[src/rtl/add_int32_reduce.sv]
// ---------------------------------------------------------------------------
// add_int32_reduce
//   Sequential reduction stage. It accepts a stream of LEN 32-bit
//   two's-complement words and folds them into one running sum using a single
//   combinational add_int32 core. It returns the wrapped sum and a sticky
//   signed-overflow flag over an output valid/ready handshake.
//
// Ports
//   clk        rising-edge clock
//   rst        asynchronous active-high reset
//   start      begin a reduction (sampled only in IDLE)
//   len        element count, sampled with start (0 .. 2^CNT_W-1)
//   in_valid   upstream word valid
//   in_ready   block accepts a word (high only while accumulating)
//   in_data    operand word
//   out_valid  result valid
//   out_ready  downstream accepts the result
//   out_sum    accumulated sum modulo 2^32
//   out_ovf    sticky signed overflow seen during the reduction
//   busy       high whenever the block is not idle
// ---------------------------------------------------------------------------

// Combinational 32-bit adder with signed-overflow detection.
module add_int32 (
  input  logic [31:0] a_i,
  input  logic [31:0] b_i,
  output logic [31:0] sum_o,
  output logic        ovf_o
);
  assign sum_o = a_i + b_i;
  // Overflow happens only when both operands share a sign and the result flips it.
  assign ovf_o = (a_i[31] == b_i[31]) && (sum_o[31] != a_i[31]);
endmodule

module add_int32_reduce #(
  parameter int CNT_W = 8
) (
  input  logic             clk,
  input  logic             rst,
  input  logic             start,
  input  logic [CNT_W-1:0] len,
  input  logic             in_valid,
  output logic             in_ready,
  input  logic [31:0]      in_data,
  output logic             out_valid,
  input  logic             out_ready,
  output logic [31:0]      out_sum,
  output logic             out_ovf,
  output logic             busy
);

  typedef enum logic [1:0] {
    S_IDLE = 2'd0,
    S_ACC  = 2'd1,
    S_OUT  = 2'd2
  } state_t;

  state_t           state_q, state_d;
  logic [31:0]      acc_q, acc_d;
  logic [CNT_W-1:0] count_q, count_d;
  logic [CNT_W-1:0] len_q, len_d;
  logic             ovf_q, ovf_d;
  // Result registers are separate from the accumulator so the published
  // result holds its value while the next reduction is in progress.
  logic [31:0]      sum_out_q, sum_out_d;
  logic             ovf_out_q, ovf_out_d;

  logic [31:0]      add_sum;
  logic             add_ovf;

  add_int32 u_add (
    .a_i   (acc_q),
    .b_i   (in_data),
    .sum_o (add_sum),
    .ovf_o (add_ovf)
  );

  always_comb begin
    state_d   = state_q;
    acc_d     = acc_q;
    count_d   = count_q;
    len_d     = len_q;
    ovf_d     = ovf_q;
    sum_out_d = sum_out_q;
    ovf_out_d = ovf_out_q;

    unique case (state_q)
      S_IDLE: begin
        if (start) begin
          acc_d   = '0;
          ovf_d   = 1'b0;
          count_d = '0;
          if (len != '0) begin
            len_d   = len;
            state_d = S_ACC;
          end else begin
            // Empty reduction: publish a zero result immediately.
            sum_out_d = '0;
            ovf_out_d = 1'b0;
            state_d   = S_OUT;
          end
        end
      end

      S_ACC: begin
        if (in_valid) begin
          acc_d   = add_sum;
          // count_q < len_q here, so the increment can never wrap.
          count_d = count_q + 1'b1;
          ovf_d   = ovf_q | add_ovf;
          if (count_d == len_q) begin
            sum_out_d = add_sum;
            ovf_out_d = ovf_q | add_ovf;
            state_d   = S_OUT;
          end
        end
      end

      S_OUT: begin
        if (out_ready) begin
          state_d = S_IDLE;
        end
      end

      default: state_d = S_IDLE;
    endcase
  end

  always_ff @(posedge clk or posedge rst) begin
    if (rst) begin
      state_q   <= S_IDLE;
      acc_q     <= '0;
      count_q   <= '0;
      len_q     <= '0;
      ovf_q     <= 1'b0;
      sum_out_q <= '0;
      ovf_out_q <= 1'b0;
    end else begin
      state_q   <= state_d;
      acc_q     <= acc_d;
      count_q   <= count_d;
      len_q     <= len_d;
      ovf_q     <= ovf_d;
      sum_out_q <= sum_out_d;
      ovf_out_q <= ovf_out_d;
    end
  end

  assign in_ready  = (state_q == S_ACC);
  assign out_valid = (state_q == S_OUT);
  assign busy      = (state_q != S_IDLE);
  assign out_sum   = sum_out_q;
  assign out_ovf   = ovf_out_q;

endmodule

[config.mk]
export PLATFORM = sky130hd
export DESIGN_NAME = add_int32_reduce
export DESIGN_NICKNAME = d
export VERILOG_FILES = /design/src/rtl/add_int32_reduce.sv
export SDC_FILE = /design/constraint.sdc
export NUM_CORES = 1
export LEC_CHECK = 0
export BUFFER_PORTS_ARGS = -buffer_cell sky130_fd_sc_hd__buf_2
export CAP_MARGIN = 20
export CORE_MARGIN = 2
export CORE_UTILIZATION = 60
export DETAILED_ROUTE_END_ITERATION = 8
export GPL_ROUTABILITY_DRIVEN = 0
export MAX_ROUTING_LAYER = met4
export PLACE_DENSITY = 0.84
export SYNTH_ARGS = -nofsm -noshare
export SYNTH_HDL_FRONTEND = slang
export SYNTH_HIERARCHICAL = 1
export SYNTH_SLANG_ARGS = --single-unit
[constraint.sdc]
create_clock -name clk -period 5.2 [get_ports clk]
set_input_delay 0.78 -clock clk [delete_from_list [all_inputs] [get_ports clk]]
set_output_delay 0.78 -clock clk [all_outputs]
set_load 0.05 [all_outputs]
# Yosys cells after proc, flatten, opt, wreduce, memory -nomap -nowiden
# Cells that the tools add are included.
[totals]
reg_bits = 84
output_inout_bits = 36
word_cells = 54
[classes]
addsub = 2
n_eq_ne = 10
muxes = 25
bitwise_logic = 1
reduce_logical = 9
[ops]
columns = ["operator", "n"]
rows = [
  ["two-way mux 32 bit", 6],
  ["one-hot mux 32 bit (2 select lines)", 2],
  ["adder 32 bit", 1],
  ["two-way mux 8 bit", 2],
  ["one-hot mux 8 bit (2 select lines)", 1],
  ["two-way mux 2 bit", 5],
  ["adder 8 x 1 -> 8 bit, second input constant", 1],
  ["equality test 8 bit", 1],
  ["nonzero test 8 bit", 1],
  ["two-way mux 1 bit", 6],
  ["inequality test 2 bit, second input constant", 3],
  ["one-hot mux 2 bit (3 select lines)", 1],
  ["AND reduction 3 bit", 2],
  ["AND reduction 5 bit", 1],
  ["inequality test 2 x 1 -> 1 bit, second input constant", 2],
  ["one-hot mux 1 bit (2 select lines)", 2],
  ["AND reduction 4 bit", 1],
  ["nonzero test 2 bit", 2],
  ["equality test 2 x 1 -> 1 bit, second input constant", 1],
  ["equality test 2 bit, second input constant", 1],
  ["zero test 2 bit", 1],
  ["equality test 1 bit", 1],
  ["logical AND 1 bit", 1],
  ["inequality test 1 bit", 1],
  ["OR 1 bit", 1],
]

# Longest topological paths before layout
[depth]
word_depth = 7
ltp_mapped = 11

# By module
# Netlist, hierarchy kept.
[by_module_without_submodules]
columns = ["module", "n_inst", "cells_each", "area_each_um2", "seq_area_each_um2"]
rows = [
  ["add_int32_reduce", 1, 254, 3372.0, 2102.0],
  ["add_int32", 1, 266, 1931.9, 0.0],
]

# Worst setup path after synthesis
# OpenSTA, ideal clock, no wires.
[synth_timing]
path_type = "input to register"
from = "in in_data[0]"
to = "reg sum_out_q[24], in the netlist out_sum[24]"
setup_time_ns = 0.122
arrival_ns = 2.833
setup_slack_ns = 2.245
cell_stages = 10
path_buffers = 0
path_cell_list = "ha_1 fa_1 a21o_1 a221oi_2 o21a_1 o21ai_1 o21ai_1 o31ai_1 xor2_1 a32o_1"
[synth_between]
elab_chain_cells = 4
[synth_rtl]
columns = ["element", "line", "text"]
rows = [
  ["start, declared", "44", "input logic [31:0] in_data,"],
  ["adder 32 bit", "30", "assign sum_o = a_i + b_i;"],
  ["named net add_sum[24]", "68", "logic [31:0] add_sum;"],
  ["two-way mux 32 bit", "111", "if (count_d == len_q) begin"],
  ["two-way mux 32 bit", "106", "if (in_valid) begin"],
  ["one-hot mux 32 bit (2 select lines)", "87", "unique case (state_q)"],
  ["end signal, assigned", "144", "sum_out_q <= sum_out_d;"],
  ["end, declared", "65", "logic [31:0] sum_out_q, sum_out_d;"],
]
# The timed path passes the listed nets, and every way through them passes these cells. The select of a mux whose other input is x is not followed.
# A chain may end at the register's enable or synchronous reset.

# Worst setup path in the final report
# Ends and elaborated chain as after synthesis.

==> metrics.yaml <==
status: "completed"
p_leak_nw: 2.87
cts_buffers: 9
dieArea_um2: 9610
core_area_um2: 8640
clock_sinks: 84
synthArstFlopShare_pct: 100
ir_worst_vdd_v: 0.000403
required_ps: 5440
period_share_pct: 58.7
synth_cell_types: 61
drv_cap: 0
syn_inst: 520
synth-edff-count: 0
ys_seq_elements: 84
clock_latency_ps: 350
clock-skew-final_ps: 8.65
crit_path_max_fanout: 4
overflow: 0
yosysTopAreaCellShare_pct: 39.6
syn_nets: 598
worst_slack_ps: 2150
post-cts-setup-buffers: 0
fin_total_pwr_mw: 4.08
timing.rr.start: "acc_q[0]"
p_switching_mw: 1.99
portBuffers: 80
crit_type: "input port to flip-flop"
hold_buffers: 0
cp-start-kind: "input port"
finalHoldViolCount: 0
reg2regPathDepth: 10
pwr-share-seq_pct: 27.8
power.clock.fraction_pct: 11.6
ys.flop_type: "dfrtp_1"
powerDensity_nw_per_um2: 685
synth_area_per_cell_um2: 10.2
wl_per_cell_um: 18.3
yosys_warnings: 6
drt-pass1-iter-count: 5
root_buffer: "clkbuf_8"
slew_headroom_pct: 51.1
drtIter0Drc: 408
finalSetupTns_ps: 0
p_comb_share_pct: 60.6
grt_max_degree: 85
tightest_slew_ps: 734
h-tree-depth: 3
die_h_um: 98.0
drive_gt1_share_pct: 21.6
cts_tree: "yes"
hold_path_class: "input port to asynchronous set/reset pin"
rrSetupSlack_ps: 2270
finalCriticalPeriod_ps: 3050
ant_nets: 0
cp-end-kind: "flip-flop"
finalWirelength_mm: 12.8
n_antenna_cell: 0
clock_path_buffers: 2
placementRows: 34
worstReg2RegEnd: "out_sum[24]"
grt_pass1_vias: 4268
fmax_mhz: 328
holdWs_ps: 413
yosysTopAreaCell: "dfrtp_1"
clkTransAtPathRegs_ps: 80
p_sw_share_pct: 48.7
slew_violations: 0
die_x_um: 98.0
crit_arrival_ps: 3290
synth_area_leaders: "dfrtp_1 (40%), ha_1 (7.5%), a32o_1 (6.0%)"
drcViolationCount: 0
via_per_inst: 6.58
dp.final_hpwl_mm: 9.02
ios: 81
fin_nets: 666
post_cts_resized: 0
syn_to_final_growth_pct: 12.3
grt_usage_pct: 27.2
antenna_found_initial: 0
vias: 4603
synth_area_um2: 5300
setup_viol: 0
rsz0062_at_grt: "no"
start_util_pct: 61.4
dp_slack_ps: 1840
grt_pass1_wl_mm: 20.9
synth_seq_area_share_pct: 39.6
internal_power_mw: 2.10
## power groups by stage
| stage | Sequential [mW] | Combinational (mW) | Clock [mW] |
|---|---|---|---|
| 5_1_grt | 1.17 | 2.66 | 0.507 |
| 2_1_floorplan | 1.47 | 1.58 | 0 |
| 6_report | 1.13 | 2.47 | 0.475 |
| 3_3_place_gp | 1.13 | 2.37 | 0 |
| 3_5_place_dp | 1.14 | 2.43 | 0 |
| 4_1_cts | 1.13 | 2.45 | 0.480 |
## worst max-delay path, stage by stage
cell and delay [ps]:
buf_2 100, ha_1 220, fa_1 430, a21o_1 210
a221oi_2 310, o21a_1 220, o21ai_1 100, o21ai_1 350
o31ai_1 150, xor2_1 180, a32o_1 240
## synth_stat cells (all sizes together) (6+ instances only)
master,number
o21a,7
dfrtp,84
nand4,8
nand2,36
a211oi,7
nor4,6
a31oi,7
mux2,9
clkbuf,16
xnor2,29
nor2,25
a21o,21
a32o,32
xor2,14
nand3,11
buf,13
a22o,33
inv,10
ha,32
a21oi,39
o21ai,23
and3,7
## cell usage in the layout (no fill, tap or decap), types with 3 or more instances in the layout
cell type,Yosys,routed
dfrtp_1,84,84
buf_2,9,80
nand2_1,36,36
a21oi_1,36,36
a22o_1,33,33
a32o_1,32,32
ha_1,32,32
xnor2_1,29,29
nor2_1,25,25
a21o_1,21,21
o21ai_0,18,18
xor2_1,14,14
clkbuf_8,0,10
inv_1,10,9
mux2_2,9,9
nand3_1,9,9
nand4_1,8,8
and3_1,7,7
a211oi_1,7,7
o21a_1,7,7
a31oi_1,6,6
o31ai_1,5,5
buf_4,0,5
nor4_1,4,4
o21bai_1,4,4
o21ai_1,4,4
o211ai_1,3,3
a21oi_2,3,3
and2_1,4,3
or3_1,3,3
## kinds of logic (layout without fill, tap and decap cells)
logic type               after synthesis  in the layout  synth area share, %
AO/OA/AOI/OAI                        197            197                 28.6
flip-flops                            84             84                 39.6
XOR/XNOR                              43             43                 7.10
buffers and inverters                 39            111                 3.40
AND/OR/NAND/NOR                      113            113                 11.0
adder cells (fa/ha/maj)               33             33                 7.93
multiplexers                          11             11                 2.29
## worst max path at each step
stage / from / to / slack (ps)
global route: in_data[8] / ovf_q / 2010
detailed placement: in_data[0] / out_sum[24] / 1840
CTS: in_data[0] / out_sum[24] / 2200
finish: in_data[0] / out_sum[24] / 2150
floorplan: rst / acc_q[0] / 2250
global placement: in_data[7] / out_ovf / 1900
## stage by stage
step	cell area [um^2]	utilization, %	cells
final	5960	69.0	700
after global routing	5960	69.0	700
after CTS	5930	68.6	699
after detailed placement	5740	66.4	684
after global placement	5740	66.4	684
after floorplan	5300	-	520
## registers in the layout, summed over array words and instances, names as in the netlist
name and cells:
count_q 8, len_q 8, state_q 2, out_ovf 1
out_sum 32, acc_q 32, ovf_q 1
## metal layers
metal / share of wire (%) / track usage, % / wire, um
met5: 0 / - / 0
met1: 45 / 39.3 / 5740
met2: 47 / 40.2 / 5950
met4: 1.8 / 8.55 / 231
met3: 6.8 / 3.51 / 872
## area by class of cell
cell class	count	area [um^2]
multi-input cells	397	3020
repair buffers	86	465
inverters	10	38.8
fillers	640	2680
well taps	108	135
clock buffers	11	141
clock inverters	4	50.0
flip-flops and latches	84	2100
Power figures use the tool's default switching activity.
